<file path="config.mk">
export PLATFORM = sky130hd
export DESIGN_NAME = pci_target_ctrl
export DESIGN_NICKNAME = d
export VERILOG_FILES = /design/src/rtl/pci_target_ctrl.sv
export SDC_FILE = /design/constraint.sdc
export NUM_CORES = 1
export LEC_CHECK = 0
export CELL_PAD_IN_SITES_DETAIL_PLACEMENT = 0
export CELL_PAD_IN_SITES_GLOBAL_PLACEMENT = 2
export CORE_MARGIN = 1.5
export CORE_UTILIZATION = 21
export CTS_CLUSTER_SIZE = 25
export DETAILED_ROUTE_END_ITERATION = 16
export PLACE_DENSITY = 0.88
export SKIP_CTS_REPAIR_TIMING = 1
export SLEW_MARGIN = 20
export SYNTH_ARGS = -nofsm -noshare
export SYNTH_HDL_FRONTEND = slang
export SYNTH_SLANG_ARGS = --single-unit
</file>
<file path="constraint.sdc">
create_clock -name clk -period 2 [get_ports clk]
set_input_delay 0.4 -clock clk [delete_from_list [all_inputs] [get_ports clk]]
set_output_delay 0.4 -clock clk [all_outputs]
set_load 0.005 [all_outputs]
</file>
<file path="src/rtl/pci_target_ctrl.sv">
// pci_target_ctrl
// Target-side sequencer for a PCI device that exposes a config space and
// four I/O BARs through one read-back mux. It watches FRAME#/IRDY#, decodes
// the address phase, drives DEVSEL#/TRDY#/STOP#, and produces the mux selects,
// the AD direction control and the read/write strobes. Only one data phase
// is accepted per transaction; bursts are disconnected with data.
//
// Ports:
//   clk, rst_n            PCI clock (rising edge), async active-low PCI RST#
//   frame_n, irdy_n       master framing / ready
//   idsel                 config-space chip select
//   cbe_n[3:0]            command (address phase) / byte enables (data phase)
//   ad_in[31:0]           AD input path
//   bar0..bar3[31:0]      I/O BAR bases from config space
//   io_en                 command register I/O Space enable
//   devsel_n, trdy_n, stop_n, tctl_oe   registered target control + its OE
//   control               AD direction: 0 drives read data, 1 leaves AD input
//   is_config_space, is_io_space0..3    mux selects (zero- or one-hot)
//   addr_out, cmd_out     latched address and command of the address phase
//   be_out                latched active-high byte enables of a write phase
//   rd_strobe, wr_strobe  one-cycle completion pulses
module pci_target_ctrl #(
  parameter int IO_SIZE_LOG2 = 3,
  parameter int NUM_IO       = 4
) (
  input  logic        clk,
  input  logic        rst_n,
  input  logic        frame_n,
  input  logic        irdy_n,
  input  logic        idsel,
  input  logic [3:0]  cbe_n,
  input  logic [31:0] ad_in,
  input  logic [31:0] bar0,
  input  logic [31:0] bar1,
  input  logic [31:0] bar2,
  input  logic [31:0] bar3,
  input  logic        io_en,
  output logic        devsel_n,
  output logic        trdy_n,
  output logic        stop_n,
  output logic        tctl_oe,
  output logic        control,
  output logic        is_config_space,
  output logic        is_io_space0,
  output logic        is_io_space1,
  output logic        is_io_space2,
  output logic        is_io_space3,
  output logic [31:0] addr_out,
  output logic [3:0]  cmd_out,
  output logic [3:0]  be_out,
  output logic        rd_strobe,
  output logic        wr_strobe
);

  localparam logic [2:0] S_IDLE   = 3'd0;
  localparam logic [2:0] S_DECODE = 3'd1;
  localparam logic [2:0] S_RDATA  = 3'd2;
  localparam logic [2:0] S_WDATA  = 3'd3;
  localparam logic [2:0] S_HOLD   = 3'd4;
  localparam logic [2:0] S_END    = 3'd5;
  localparam logic [2:0] S_SKIP   = 3'd6;

  // Only address bits above the BAR window take part in the I/O compare.
  localparam logic [31:0] IO_MASK = ~((32'd1 << IO_SIZE_LOG2) - 32'd1);

  logic [2:0]        state;
  logic              frame_q;
  logic [3:0]        cmd_now;
  logic              addr_phase;
  logic              cfg_hit;
  logic              io_cmd;
  logic [NUM_IO-1:0] io_hit;
  logic [NUM_IO-1:0] io_sel;
  logic              any_hit;

  assign cmd_now    = ~cbe_n;
  assign addr_phase = ~frame_n & frame_q;

  // Config read 1010 / write 1011 share [3:1]; likewise I/O 0010 / 0011.
  assign cfg_hit = idsel & (ad_in[1:0] == 2'b00) & (cmd_now[3:1] == 3'b101);
  assign io_cmd  = (cmd_now[3:1] == 3'b001) & io_en;

  assign io_hit[0] = io_cmd & (((ad_in ^ bar0) & IO_MASK) == 32'd0);
  assign io_hit[1] = io_cmd & (((ad_in ^ bar1) & IO_MASK) == 32'd0);
  assign io_hit[2] = io_cmd & (((ad_in ^ bar2) & IO_MASK) == 32'd0);
  assign io_hit[3] = io_cmd & (((ad_in ^ bar3) & IO_MASK) == 32'd0);

  // Overlapping BARs resolve to the lowest index so the mux stays one-hot.
  // Config and I/O commands never match together, so config needs no masking.
  assign io_sel[0] = io_hit[0];
  assign io_sel[1] = io_hit[1] & ~io_hit[0];
  assign io_sel[2] = io_hit[2] & ~(|io_hit[1:0]);
  assign io_sel[3] = io_hit[3] & ~(|io_hit[2:0]);

  assign any_hit = cfg_hit | (|io_hit);

  // Single sequencer: every output is registered and updated on the edge
  // that moves the FSM into the state where that value belongs, so the
  // control pins and mux selects change cleanly on clock edges only.
  always_ff @(posedge clk or negedge rst_n) begin
    if (!rst_n) begin
      state           <= S_IDLE;
      frame_q         <= 1'b1;
      devsel_n        <= 1'b1;
      trdy_n          <= 1'b1;
      stop_n          <= 1'b1;
      tctl_oe         <= 1'b0;
      control         <= 1'b1;
      is_config_space <= 1'b0;
      is_io_space0    <= 1'b0;
      is_io_space1    <= 1'b0;
      is_io_space2    <= 1'b0;
      is_io_space3    <= 1'b0;
      addr_out        <= 32'd0;
      cmd_out         <= 4'd0;
      be_out          <= 4'd0;
      rd_strobe       <= 1'b0;
      wr_strobe       <= 1'b0;
    end else begin
      frame_q   <= frame_n;
      rd_strobe <= 1'b0;
      wr_strobe <= 1'b0;

      if (addr_phase) begin
        addr_out <= ad_in;
        cmd_out  <= cmd_now;
      end

      case (state)
        S_IDLE: begin
          if (addr_phase) begin
            if (any_hit) begin
              state           <= S_DECODE;
              devsel_n        <= 1'b0;
              tctl_oe         <= 1'b1;
              control         <= 1'b1;
              is_config_space <= cfg_hit;
              is_io_space0    <= io_sel[0];
              is_io_space1    <= io_sel[1];
              is_io_space2    <= io_sel[2];
              is_io_space3    <= io_sel[3];
            end else begin
              state <= S_SKIP;
            end
          end
        end

        // Turnaround cycle. A master still holding FRAME# here wants a burst,
        // so STOP# goes out with TRDY# to disconnect after this data phase.
        S_DECODE: begin
          trdy_n <= 1'b0;
          stop_n <= frame_n;
          if (cmd_out[0] == 1'b0) begin
            state   <= S_RDATA;
            control <= 1'b0;
          end else begin
            state   <= S_WDATA;
            control <= 1'b1;
          end
        end

        S_RDATA, S_WDATA: begin
          if (!irdy_n) begin
            if (state == S_RDATA) begin
              rd_strobe <= 1'b1;
            end else begin
              wr_strobe <= 1'b1;
              be_out    <= ~cbe_n;
            end
            trdy_n  <= 1'b1;
            control <= 1'b1;
            if (frame_n) begin
              state           <= S_END;
              devsel_n        <= 1'b1;
              stop_n          <= 1'b1;
              is_config_space <= 1'b0;
              is_io_space0    <= 1'b0;
              is_io_space1    <= 1'b0;
              is_io_space2    <= 1'b0;
              is_io_space3    <= 1'b0;
            end else begin
              state  <= S_HOLD;
              stop_n <= 1'b0;
            end
          end
        end

        S_HOLD: begin
          if (frame_n) begin
            state           <= S_END;
            devsel_n        <= 1'b1;
            stop_n          <= 1'b1;
            is_config_space <= 1'b0;
            is_io_space0    <= 1'b0;
            is_io_space1    <= 1'b0;
            is_io_space2    <= 1'b0;
            is_io_space3    <= 1'b0;
          end
        end

        // Control pins were driven high for this cycle; now release them.
        S_END: begin
          state   <= S_IDLE;
          tctl_oe <= 1'b0;
        end

        S_SKIP: begin
          if (frame_n && irdy_n) begin
            state <= S_IDLE;
          end
        end

        default: state <= S_IDLE;
      endcase
    end
  end

endmodule
</file>
==> results.md, run 1 <==
- Synth top area cells: dfrtp_1 34%, xor2_1 15%, xnor2_1 12%
- Crit Reg-Reg Startpoint: state[2]$_DFFE_PN0P_
- Worst setup EP type: flop
- Syn-to-layout area delta: 91.5%
- Outcome: finished with violations
- IO buf count: 209
- Worst vdd ir: approximately 470 µV
- DR vias: around 3.8k
- Routed vias/inst: 4.33
- Violated checks: setup timing
- Slew Limit Fails: 0
- Root buf cell: clkbuf_16
- Final Setup Violations: 11
- Synth async-reset ratio: 100%
- Seq/Total Area, Yosys: between 30% and 40%
- Mapped Cells: 383
- WHS: 40.0 ps
- Die Width: 137 µm
- Hold Vio Cnt, Final: 0
- Row cnt: 48
- Clock transition at the registers of the reported paths: approximately 80 ps
- Fin area: 0.00721 mm²
- Crit path kind: in2reg
- Die area: ~0.019 mm²
- Number of global-route vias before repair: 4150
- Drt initial violations: between 100 and 150
- GRT Util Overall: between 10% and 20%
- Max Root-Sink Buffers: 2
- Initial Utilization: between 20% and 30%
- Final Skew: roughly 7.2 ps
- Max_cap viols: 0
- Largest net degree at the start of global routing: 31
- EDFF count, synth: 0
- Leak: 3.44 nW
- Setup crit start kind: input port
- Antenna violations before repair: 1
- Post-synth net total: roughly 550
- Final worst path period share: 118%
- Fin Setup TNS: -2460 ps
- Post-Syn Area: 0.00377 mm²
- Post-synth top cells: 63 x xor2_1, 53 x xnor2_1, 51 x dfrtp_1, 33 x mux2_2, 29 x nand2_1
- Type of the worst min-delay path: in2async
- Synth Register Bits: 56
- Antenna-violating nets left: 0
- Highest Clock Rate: between 400 and 500 MHz
- Share of the synthesized area in the top cell type: between 30% and 40%
- Critical Path RT: approximately 2200 ps
- RSZ-0062 raised after global routing: yes
- Clk_lat worst skew: about 310 ps
- R2R depth: 6
- Min Tclk post-route: 2360 ps
- R2r endpoint: is_io_space2$_DFFE_PN0P_
- Crit path max fanout: 3
- CP startpoint: bar0[17]
- Slew HR: between 60% and 70%
- GRT overflow: 0
- Die Y-Extent: 137 µm
- Worst reg2reg setup slack: between 150 and 200 ps
- Yosys cell types: 39
- PD cells: 620 mW/mm²
- Sink Count: 56
- DRC Markers: 0
- Count leader, synth: xor2_1
- Final nets: just over 800
- Syn_area_per_cell: 9.83 µm²
- Routability cong.: 0.811
- Top FF cell, synth: dfrtp_1
- CTS buffer count: 5
- Global-route wire length before repair: 23600 µm
- Yosys warns: 0
- Routed wire length: 16600 µm
- Core ar.: between 0.015 and 0.02 mm²
- Drt first pass iters: 4
- Fillers: roughly 1.7k
- Final HPWL DP: ~14000 µm
- WP data arrival: ~2600 ps
- Worst setup margin: -359 ps
- Ports: 222
- Htree depth: 2
- Slew at the pin closest to its max-slew limit: around 500 ps
- Post-synth top area cell: dfrtp_1
- Antenna Cells: 0
- TritonCTS clock tree: done
- Layout cell share with drive strength beyond 1: between 20 and 30%
- Placed Area: 0.00656 mm²
- Placed Instances: roughly 850
- Final Power: between 0.004 and 0.005 W
- Avg WL per Cell: 19.0 µm
- Non-filler cells, final: 871
kinds of logic (layout without fill, tap and decap cells):
family	after synthesis	count (layout)	share of synthesized area, %
buf+inv	43	306	4.48
simple gates	96	96	13.9
mux	37	37	11.3
xor+xnor	116	116	27.0
flops	56	56	37.4
compound gates	35	35	5.91
power by group:
group          internal [W]  leakage, nW  switching, W
Clock              0.000591       0.0808      0.000442
Sequential          0.00136        0.677      0.000162
Combinational       0.00111         2.68      0.000801
Total               0.00307         3.44       0.00141
placed cells by master (no fill, tap or decap), drive strengths merged, types with 12 or more instances in the layout:
master         instances
nand4                 15
dfrtp                 51
xor2                  63
clkdlybuf4s50        132
buf                   87
clkbuf                12
nor2                  16
dlymetal6s2s          68
nand2                 29
nor4                  15
xnor2                 53
mux2                  36
o21ai                 15
per-layer routing:
layer / part of all wire (%) / wire length (µm) / vias up / track usage (%)
met5: 0.072 / 12 / - / 0
met4: 1.8 / 290 / 2 / 5.61
met3: 7.2 / 1200 / 18 / 5.44
met2: 53 / 8820 / 161 / 31.8
met1: 38 / 6240 / 1787 / 19.2
li1: - / - / 1807 / -
final cells by class:
cell class	instances	area (µm²)	area share, %
repair buffers	293	2910	40.4
well taps	225	282	3.90
inverters	5	18.8	0.260
multi-input cells	284	2430	33.7
clock buffers	6	129	1.79
flip-flops and latches	56	1410	19.5
clock inverters	2	35.0	0.486
sequential cells by signal, indices dropped and copies added, names as in the netlist, 3 cells and up:
| signal | flops |
|---|---|
| addr_out | 32 |
| be_out | 4 |
| cmd_out | 4 |
| state | 3 |
critical path, stage by stage:
cell and delay, ps:
clkdlybuf4s50_1 410, xor2_1 170, nor4_1 170, nand2_1 160, or4_4 560, o221ai_4 90, nor2_4 60, o21a_4 240
mux2_4 290
worst max-delay path by stage:
| stage | endpoint | slack (ps) | depth (start not counted) |
|---|---|---|---|
| 2_1_floorplan | is_io_space1$_DFFE_PN0P_ | -390 | 8 |
| 3_3_place_gp | is_io_space1$_DFFE_PN0P_ | -1140 | 10 |
| 3_5_place_dp | is_io_space3$_DFFE_PN0P_ | -1160 | 10 |
| 4_1_cts | is_io_space1$_DFFE_PN0P_ | -830 | 10 |
| 5_1_grt | is_io_space3$_DFFE_PN0P_ | -370 | 10 |
| 6_report | is_io_space1$_DFFE_PN0P_ | -360 | 9 |
per-stage QoR:
step	worst slack [ps]	util [%]
final	-359	41.4
after global routing	-365	41.4
after CTS	-835	38.6
after detailed placement	-1160	37.6
after global placement	-1140	37.6
after floorplan	-391	-
No activity file was read; power rests on OpenSTA's default activity.
==> inputs of run 2 (changes only) <==
Settings changed: CORE_ASPECT_RATIO set to 0.9, CTS_CLUSTER_DIAMETER set to 200, REMOVE_ABC_BUFFERS set to 1.
==> results.md, run 2 (synthesis gave the netlist of run 1 again) <==
- Drt first pass iters: 4 (unchanged)
- WP data arrival: 2570 ps (+20 ps)
- Leak: 3.47 nW (+0.75%)
- DR vias: 3776 (+0.026%)
- Row cnt: 46 (-4.2%)
- Final Skew: 6.88 ps (-0.318 ps)
- PD cells: 618 mW/mm² (-0.36%)
- Setup crit start kind: input port
- Die Y-Extent: 130 µm (-5.0%)
- Outcome: finished with violations
- Ports: 222 (unchanged)
- Max_cap viols: 0 (unchanged)
- R2r endpoint: is_io_space2$_DFFE_PN0P_
- Number of global-route vias before repair: 3830 (-7.7%)
- Worst vdd ir: 348 µV (-26%)
- Antenna-violating nets left: 0 (unchanged)
- Final Setup Violations: 11 (unchanged)
- Highest Clock Rate: 421 MHz (-0.79%)
- Syn-to-layout area delta: 94.1%
- Routability cong.: 0.837 (+3.2%)
- Die Width: 144 µm (+5.3%)
- Fin Setup TNS: -2870 ps (-408 ps)
- DRC Markers: 0 (unchanged)
- Final Power: 0.00452 W (+1.0%)
- Violated checks: setup timing
- Hold Vio Cnt, Final: 0 (unchanged)
- Root buf cell: clkbuf_16
- Leading registers by flop count: addr_out (32), be_out (4), cmd_out (4)
- Most frequent cells in the layout: 131 x clkdlybuf4s50_1, 68 x buf_4, 64 x dlymetal6s2s_1
- Clk_lat worst skew: 310 ps (about the same)
- Clock power share: 23.3% (+0.2 points)
- Min Tclk post-route: 2380 ps (+18.7 ps)
- Core ar.: 0.0176 mm² (+1.1%)
- Largest Register: addr_out
- Avg WL per Cell: 17.6 µm (-7.6%)
- IO buf count: 209 (unchanged)
- Slew HR: 62.8% (-3.4 points)
- Switching pwr: 0.00141 W (+0.36%)
- Slew at the pin closest to its max-slew limit: 558 ps (+55.2 ps)
- Crit path kind: in2reg
- Reg power frac: 33.2% (-1.0 points)
- Global-route wire length before repair: 21800 µm (-7.7%)
- Clock transition at the registers of the reported paths: 70 ps (about the same)
- Antenna violations before repair: 2 (+1)
- GRT overflow: 0 (unchanged)
- Sink Count: 56 (unchanged)
- RSZ-0062 raised after global routing: yes
- Crit path max fanout: 3 (unchanged)
- R2R depth: 5 (-1)
- Htree depth: 2 (unchanged)
- TritonCTS clock tree: done
- Worst setup margin: -378 ps (-18.7 ps)
- P_int: 0.00311 W (+1.3%)
- Final HPWL DP: 12800 µm (-7.2%)
- Routed vias/inst: 4.24 (-2.1%)
- Largest register FFs: 32 (unchanged)
- Type of the worst min-delay path: in2async
- Initial Utilization: 21.4% (-0.24 points)
- Final worst path period share: 119% (+0.94 points)
- Layout cell share with drive strength beyond 1: 29.8% (+1.5 points)
- Critical Path RT: 2190 ps (about the same)
- Worst reg2reg setup slack: 340 ps (+160 ps)
- Drt initial violations: 94 (-11%)
- Max Root-Sink Buffers: 2 (unchanged)
- Die area: 0.0187 mm² (about the same)
- Sw Ratio: 31.2% (-0.20 points)
- Crit Reg-Reg Startpoint: frame_q$_DFF_PN1_
- GRT Util Overall: 15.8% (-1.7 points)
- Largest net degree at the start of global routing: 26 (-16%)
- Routed wire length: 15600 µm (-5.5%)
- CTS buffer count: 5 (unchanged)
- Worst setup EP type: flop
- Slew Limit Fails: 0 (unchanged)
- Final nets: 817 (+0.25%)
- Part of the power in combinational logic: 43.4% (+0.7 points)
- Most common cell after layout, fill and taps aside: clkdlybuf4s50_1
run 2: cell types whose count changed in the layout (fill, tap and decap cells not counted), moves of 4 or more:
cell            change
buf_4               -7
xnor2_2             +4
dlymetal6s2s_1      -4
xnor2_1             -4
buf_6               +9
run 2: area by class of cell:
| cell class | count | area, µm² |
|---|---|---|
| diodes | 2 | 5.00 |
| clock buffers | 6 | 129 |
| clock inverters | 2 | 38.8 |
| fillers | 1745 | 10300 |
| inverters | 5 | 18.8 |
| multi-input cells | 284 | 2460 |
| flip-flops and latches | 56 | 1410 |
| well taps | 240 | 300 |
| repair buffers | 295 | 2950 |
run 2: worst max path at each step:
stage | slack [ps] | end | depth (start not counted) | start
finish | -380 | is_io_space3$_DFFE_PN0P_ | 8 | ad_in[17]
global route | -450 | is_io_space3$_DFFE_PN0P_ | 8 | ad_in[17]
CTS | -870 | is_io_space0$_DFFE_PN0P_ | 11 | ad_in[14]
detailed placement | -1190 | is_io_space0$_DFFE_PN0P_ | 11 | ad_in[14]
global placement | -1120 | is_io_space3$_DFFE_PN0P_ | 10 | ad_in[23]
floorplan | -410 | is_io_space1$_DFFE_PN0P_ | 5 | frame_q$_DFF_PN1_
run 2: critical path, cell delays in order:
cell and delay, ps:
clkbuf_4 150, buf_4 150, xnor2_2 110, nand4_1 200
or4_1 560, or4_1 550, and3b_1 200, mux2_4 250
run 2: through the flow:
stage | util, % | hold slack [ps] | cell area (µm²) | std cells | worst slack (ps)
finish | 41.5 | 73.9 | 7310 | 890 | -378
detailed placement | 37.2 | 430 | 6560 | 864 | -1190
CTS | 38.2 | 94.4 | 6720 | 872 | -865
global route | 41.5 | 103 | 7310 | 890 | -452
global placement | 37.2 | 412 | 6560 | 864 | -1120
floorplan | - | 104 | 3620 | 345 | -410
run 2: layer usage:
metal | wire [µm] | track usage [%] | share of wire [%] | vias up
li1 | - | - | - | 1810
met1 | 6670 | 20.0 | 43 | 1821
met4 | 351 | 4.52 | 2.2 | 0
met2 | 7860 | 27.4 | 50 | 124
met5 | 0 | 0 | 0 | -
met3 | 761 | 3.12 | 4.9 | 21
run 2: power groups by stage:
stage                     Sequential, W  Combinational (W)  Clock (W)
after floorplan                 0.00156           0.000634          0
after global placement          0.00151            0.00184          0
after detailed placement        0.00152            0.00186          0
after CTS                       0.00150            0.00187    0.00109
after global routing            0.00153            0.00213    0.00114
final                           0.00150            0.00196    0.00105
==> inputs of run 3 (changes only) <==
Settings changed: CAP_MARGIN set to 15.
==> results of run 3 <==
Same layout as run 2: the final DEF is identical, and so are final timing and power.
